$ cat src/rtl/data_route_if.sv
// Board-facing signal bundle for data_route: display/step controls in, multiplexed 7-segment drive out.
interface data_route_if;
    logic [5:0] ram_addr_display;
    logic       frequency;
    logic [2:0] display;
    logic       continue_req;
    logic [7:0] AN;
    logic [7:0] SEG;

    modport master (
        output ram_addr_display, frequency, display, continue_req,
        input  AN, SEG
    );

    modport slave (
        input  ram_addr_display, frequency, display, continue_req,
        output AN, SEG
    );
endinterface

$ cat src/rtl/data_route.sv
// Writes the triangular-number sequence into a 64-word RAM under run/halt control and scans a selected value onto 8 hex digits.
// Define BREAKPOINT_EN to halt automatically every HALT_INTERVAL steps and resume on a rising edge of continue_req.
module data_route #(
    parameter int DIV_BITS      = 20,
    parameter int HALT_INTERVAL = 16,
    parameter int SCAN_BITS     = 10
) (
    input logic         clk,
    input logic         rst,
    data_route_if.slave bus
);

    typedef enum logic {
        RUN  = 1'b0,
        HALT = 1'b1
    } state_t;

    localparam logic [31:0] HALT_MASK = 32'(HALT_INTERVAL - 1);

    state_t                 state, state_next;
    logic                   step_en, do_step, do_halt, cont_edge;
    logic [DIV_BITS-1:0]    divider;
    logic [SCAN_BITS-1:0]   scan;
    logic [31:0]            acc, step, halts, step_plus1;
    logic [5:0]             wp;
    logic [31:0]            ram [64];
    logic [31:0]            value;
    logic [2:0]             digit;
    logic [3:0]             nibble;
    logic [7:0]             an_q, seg_q;

    function automatic logic [6:0] seg7(input logic [3:0] hex);
        logic [6:0] s;
        case (hex)
            4'h0: s = 7'h3F;  4'h1: s = 7'h06;  4'h2: s = 7'h5B;  4'h3: s = 7'h4F;
            4'h4: s = 7'h66;  4'h5: s = 7'h6D;  4'h6: s = 7'h7D;  4'h7: s = 7'h07;
            4'h8: s = 7'h7F;  4'h9: s = 7'h6F;  4'hA: s = 7'h77;  4'hB: s = 7'h7C;
            4'hC: s = 7'h39;  4'hD: s = 7'h5E;  4'hE: s = 7'h79;  default: s = 7'h71;
        endcase
        return s;
    endfunction

`ifdef BREAKPOINT_EN
    // Two synchroniser flops, then a third holding the previous sample for edge detection.
    logic [2:0] cont_sync;

    always_ff @(posedge clk or negedge rst) begin
        if (!rst) cont_sync <= '0;
        else      cont_sync <= {cont_sync[1:0], bus.continue_req};
    end

    assign cont_edge = cont_sync[1] & ~cont_sync[2];
`else
    logic unused_cfg;
    assign unused_cfg = ^{bus.continue_req, HALT_MASK};
    assign cont_edge  = 1'b0;
`endif

    assign step_en    = bus.frequency | (divider == '1);
    assign step_plus1 = step + 32'd1;

    always_ff @(posedge clk or negedge rst) begin
        if (!rst) state <= RUN;
        else      state <= state_next;
    end

    // NOTE: every signal driven here gets a default first, so no path can leave one unassigned and infer a latch.
    always_comb begin
        state_next = state;
        do_step    = 1'b0;
        do_halt    = 1'b0;
        case (state)
            RUN: begin
                if (step_en) begin
                    do_step = 1'b1;
`ifdef BREAKPOINT_EN
                    if ((step_plus1 & HALT_MASK) == 32'd0) begin
                        do_halt    = 1'b1;
                        state_next = HALT;
                    end
`endif
                end
            end
            HALT: begin
                if (cont_edge) state_next = RUN;
            end
            default: state_next = RUN;
        endcase
    end

    always_ff @(posedge clk or negedge rst) begin
        if (!rst) begin
            divider <= '0;
            scan    <= '0;
        end else begin
            divider <= divider + 1'b1;
            scan    <= scan + 1'b1;
        end
    end

    // NOTE: the RAM must read back as zero after reset, so it is built from resettable flops rather than a block RAM.
    always_ff @(posedge clk or negedge rst) begin
        if (!rst) begin
            acc   <= '0;
            step  <= '0;
            wp    <= '0;
            halts <= '0;
            for (int i = 0; i < 64; i++) ram[i] <= '0;
        end else begin
            if (do_step) begin
                ram[wp] <= acc;
                acc     <= acc + step_plus1;
                wp      <= wp + 6'd1;
                step    <= step_plus1;
            end
            if (do_halt) halts <= halts + 32'd1;
        end
    end

    always_comb begin
        value = '0;
        case (bus.display)
            3'd0:    value = ram[bus.ram_addr_display];
            3'd1:    value = acc;
            3'd2:    value = step;
            3'd3:    value = halts;
            3'd4:    value = {26'b0, wp};
            3'd5:    value = {31'b0, state == HALT};
            default: value = '0;
        endcase
    end

    assign digit  = scan[SCAN_BITS-1 -: 3];
    assign nibble = value[4*digit +: 4];

    // Registered drive keeps the pins glitch-free; digit selection lags scan by one clock.
    always_ff @(posedge clk or negedge rst) begin
        if (!rst) begin
            an_q  <= 8'hFE;
            seg_q <= 8'hC0;
        end else begin
            an_q  <= ~(8'b1 << digit);
            seg_q <= {1'b1, ~seg7(nibble)};
        end
    end

    assign bus.AN  = an_q;
    assign bus.SEG = seg_q;

endmodule

$ cat src/flat_wrapper.sv
// flat-port wrapper written by rule: the top's interface ports become plain ports
module data_route_flat 
#(
    parameter int DIV_BITS      = 20,
    parameter int HALT_INTERVAL = 16,
    parameter int SCAN_BITS     = 10
)
  (clk, rst, bus_ram_addr_display, bus_frequency, bus_display, bus_continue_req, bus_AN, bus_SEG);
  data_route_if bus_i ();
  input logic clk;
  input logic rst;
  input wire logic [$bits(bus_i.ram_addr_display)-1:0] bus_ram_addr_display;
  input wire logic [$bits(bus_i.frequency)-1:0] bus_frequency;
  input wire logic [$bits(bus_i.display)-1:0] bus_display;
  input wire logic [$bits(bus_i.continue_req)-1:0] bus_continue_req;
  output wire logic [$bits(bus_i.AN)-1:0] bus_AN;
  output wire logic [$bits(bus_i.SEG)-1:0] bus_SEG;
  assign bus_i.ram_addr_display = bus_ram_addr_display;
  assign bus_i.frequency = bus_frequency;
  assign bus_i.display = bus_display;
  assign bus_i.continue_req = bus_continue_req;
  assign bus_AN = bus_i.AN;
  assign bus_SEG = bus_i.SEG;
  data_route #(.DIV_BITS(DIV_BITS), .HALT_INTERVAL(HALT_INTERVAL), .SCAN_BITS(SCAN_BITS)) u_core (.clk(clk), .rst(rst), .bus(bus_i));
endmodule
$ cat config.mk
export PLATFORM = sky130hd
export DESIGN_NAME = data_route_flat
export DESIGN_NICKNAME = d
export VERILOG_FILES = /design/src/rtl/data_route_if.sv /design/src/rtl/data_route.sv /design/src/flat_wrapper.sv
export SDC_FILE = /design/constraint.sdc
export NUM_CORES = 2
export LEC_CHECK = 0
export CAP_MARGIN = 0
export CORE_ASPECT_RATIO = 1.1
export CORE_UTILIZATION = 45
export DETAILED_ROUTE_END_ITERATION = 7
export DONT_BUFFER_PORTS = 1
export SLEW_MARGIN = 20
export SYNTH_ARGS = -nofsm -noshare
export SYNTH_HDL_FRONTEND = slang
export SYNTH_SLANG_ARGS = --single-unit
export TNS_END_PERCENT = 100
$ cat constraint.sdc
create_clock -name clk -period 4.15 [get_ports clk]
set_input_delay 0.415 -clock clk [delete_from_list [all_inputs] [get_ports clk]]
set_output_delay 0.415 -clock clk [all_outputs]
set_load 0.005 [all_outputs]
==> results.md <==
- The effective utilization at floorplan is 45.32%.
- The critical path endpoint category is a flop.
- Entering global routing, the biggest net connects 500 pins.
- The count of final max-slew check failures is 199.
- The clock transition at the registers of the reported paths is 60 ps.
- The hold violation count in the final report is 17.
- Summed over all cells, the static leakage comes to 52.52 nW.
- Port buffering added 0 buffers.
- The first global-routing pass estimated 461.0 mm of wire.
- Leaving out filler cells and counting taps, the final layout contains 9,927.
- Dividing the synthesized area by the synthesized cell count gives 14.78 um2.
- In this run, the number of DRC markers left after iteration 0 of detailed routing was 5,484.
- After layout, the worst path uses 98.76% of the clock period.
- The total global routing overflow is 0.
- For this design the ratio of total power to cell area is 591.3 nW/um2.
- From left edge to right edge, the die measures 454.5 um.
- The most used flip-flop cell after synthesis is sky130_fd_sc_hd__dfrtp_1.
- The number of global-route vias before repair is 63,745.
- The highest attainable clock frequency is 244.0 MHz.
- At the end of routability-driven placement, the weighted congestion stood at 0.8803.
- The final reports fail on negative hold slack, max-slew violations.
- The sequential cell area fraction in the yosys report is 53.42%.
- Counting cells, the worst reg-to-reg path comes to 14.
- The final layout contains routed wiring with a total length of 315.2 mm.
- The average routed wire per standard cell is 31.75 um.
- The final hold slack is -8.951 ps.
- The final net count is 6,847.
- The placeable core region is 223,600 um2.
- The root buffer selected by CTS is sky130_fd_sc_hd__clkbuf_16.
- The start-to-end type of the worst setup path is in2reg.
- After global routing, the most crowded layer is met2.
- The initial antenna violation count came to 14.
- The synthesized netlist occupies a cell area of 101,300 um2.
- The number of top-level pins is 29.
- By area the synthesized netlist is led by sky130_fd_sc_hd__dfrtp_1 53%, sky130_fd_sc_hd__mux2_2 23%, sky130_fd_sc_hd__mux4_2 10%.
- The insertion delay of the later-clocked pin in the worst-skew pair is 880 ps.
- The wire-length estimate of the detail-placed layout is 186.6 mm.
- The proportion of register bits with asynchronous set or reset after synthesis is 100.0%.
- Counting every instance in the synthesized netlist gives 6,858.
- The worst-case IR drop observed on VDD is 403.8 uV.
- The flip-flop and latch count after synthesis is 2,163.
- The tool flagged a number of max-cap violations equal to 0.
- The number of placement rows is 182.
- The placed cell count is 9,503.
- Cells with a size suffix above 1 make up 48.64% of the layout.
- For the pin with the worst max-slew slack, the measured transition is 1727 ps.
- The worst-case clock buffer depth is 3.
- The antenna violation net count after detailed routing is 0.
- In the global route stage, met2 resource usage came out at 44.44%.
- The die footprint is 227,100 um2.
- The total global routing track utilization is 27.96%.
- At the worst endpoint, the arrival time is 4900 ps.
- The worst hold path class is in2async.
- The count of yosys warnings during synthesis is 0.
- The worst path required time is 4950 ps.
- After detailed routing, the number of vias per cell comes to 6.198.
- Detailed routing inserted a total of 61,525 vias.
- The synthesized design devotes to its leading area cell type 53.21% of total area.
- Before antenna repair, the detailed router went through 5 iterations.
- The number of nets in the synthesized netlist is 6,913.
- After filler insertion, the fill cell instance count of the layout stands at 18,763.
- The run finished, with violations left.
- The maximum fanout count along the critical path is 499.
- The largest total area in the synthesized netlist belongs to sky130_fd_sc_hd__dfrtp_1.
- The number of synthesized flops with an enable pin is 0.
- Global routing used 38.78% of the available met1 tracks.
- The H-tree generated during clock tree synthesis spans 4 levels.
- The synthesis-to-finish area growth is 11.60%.
- The setup violation total in the final timing report is 0.
- For this design, the sink count on the clock tree is 2,163.
- TritonCTS built the clock tree.
- In the routed design, unresolved DRC markers number 0.
- From bottom edge to top edge, the die measures 499.7 um.
- Global routing consumed, on the met3 layer, 4.491% of the routing resources.
- The worst setup path is launched from an input pin.
- In this run, CTS created clock tree buffers numbering 221.
- The final worst clock skew is 36.24 ps.
- The worst path needs 4098 ps of the cycle, external delays included.
- The count of different cell masters after synthesis is 100.
- Measured against its own limit, the worst slew margin works out to -15.16%.
- Power comes to 66.88 mW.
## placed cells by master, fill, tap and decap left out, drive strengths merged, types with 11 or more instances in the layout
master and instances:
nand3b 14, o21ai 60, a21oi 74, nand4 24, a22oi 75, inv 40, xnor2 67, dfrtp 2155
mux2 2076, a22o 12, a31oi 31, clkinv 29, mux2i 127, o31ai 13, ha 41, nor4 19
nand2b 17, a221oi 16, or3 11, nor2 139, nor2b 29, nand3 77, o22ai 57, and2 14
nand2 227, mux4 474, xor2 48, a211oi 20, o211ai 13, buf 359, clkbuf 364, o221ai 11
nor3 47, a21o 19, and3 20
## power breakdown
group	switching (mW)	internal, mW
Sequential	2.93	26.8
Clock	8.57	11.3
Combinational	8.91	8.36
## layout make-up
cell class                 count  area, um2  area share, %
timing repair buffer         362       3696          3.268
inverter                      30      117.6         0.1040
multi-input combinational   4014      44210          39.10
clock buffer                 364       6753          5.971
clock inverter                45      439.2         0.3883
tap                         2944       3684          3.257
antenna                        5      12.51        0.01106
sequential                  2163      54180          47.91
## through the flow
stage	hold WS [ps]	setup slack (ps)	area, um2	setup TNS [ps]	utilization, %
2_1_floorplan	119.4	313.0	101300	0	-
3_3_place_gp	123.3	-490.3	105600	-1416	47.22
3_5_place_dp	123.4	-392.5	105700	-1078	47.25
4_1_cts	66.88	29.30	112900	0	50.47
5_1_grt	44.95	-30.01	113100	-30.01	50.57
6_report	-8.951	51.55	113100	0	50.57
## routing by layer
| metal | wire [um] | vias to the layer above |
|---|---|---|
| li1 | - | 25272 |
| met1 | 135900 | 33822 |
| met2 | 149500 | 1904 |
| met3 | 17850 | 519 |
| met4 | 11820 | 8 |
| met5 | 58 | - |
## registers in the layout, indices dropped and copies added (netlist names)
name and cells:
u_core.scan 10, u_core.wp 6, u_core.ram 2048, u_core.bus.SEG 7, u_core.step 32, u_core.divider 20
u_core.acc 32, u_core.bus.AN 8
## synthesized netlist by cell type, drive strengths merged (20+ instances only)
cell type / n
inv: 29
dfrtp: 2155
nor3: 47
nand3: 77
xnor2: 67
ha: 41
a21oi: 74
xor2: 48
a211oi: 20
a22oi: 75
buf: 351
o22ai: 57
nand4: 24
a31oi: 31
nor2: 139
mux2: 2076
clkbuf: 300
and3: 20
mux4: 474
nor2b: 29
nand2: 227
mux2i: 127
o21ai: 60
## path summary, 6_finish.rpt
check	from	endpoint	slack (ps)
setup / recovery	bus_ram_addr_display[1]	u_core.bus.SEG[5]	50
hold / removal	rst	u_core.ram[707]	-9
setup reg to reg	u_core.scan[8]	u_core.bus.SEG[5]	130
hold reg to reg	u_core.divider[15]	u_core.divider[15]	470
max in group asynchronous	rst	u_core.ram[48]	1330
min in group clk	bus_frequency	u_core.acc[29]	180
## worst max-delay path: stages
cell and delay, ps:
sky130_fd_sc_hd__nand2b_1 760, sky130_fd_sc_hd__o22ai_1 290, sky130_fd_sc_hd__o311ai_0 180, sky130_fd_sc_hd__a211oi_1 760, sky130_fd_sc_hd__nor4_1 120, sky130_fd_sc_hd__a31oi_1 270
sky130_fd_sc_hd__nand2_2 180, sky130_fd_sc_hd__inv_4 80, sky130_fd_sc_hd__ha_1 160, sky130_fd_sc_hd__inv_1 60, sky130_fd_sc_hd__or3b_2 510, sky130_fd_sc_hd__a21boi_0 150
sky130_fd_sc_hd__o211ai_1 160
## repair_timing
action	4_1_cts	5_1_grt
gates resized for setup	1	20
hold buffers	1	3
endpoints found under the setup margin	3	250
buffers inserted	0	3
hold endpoints to repair	108	7
pin swaps	0	7
## cells by family after synthesis
kind of cell / share of synthesized area [%]
and+or+nand+nor: 3.299
muxes: 34.91
xor gates and xnor gates: 0.9939
DFF: 53.42
other: 0.003700
AOI/OAI and AO/OA: 3.461
buffers and inverters: 3.380
adders and majority gates: 0.5358
Note: power is estimated with default switching activity, not from simulation.
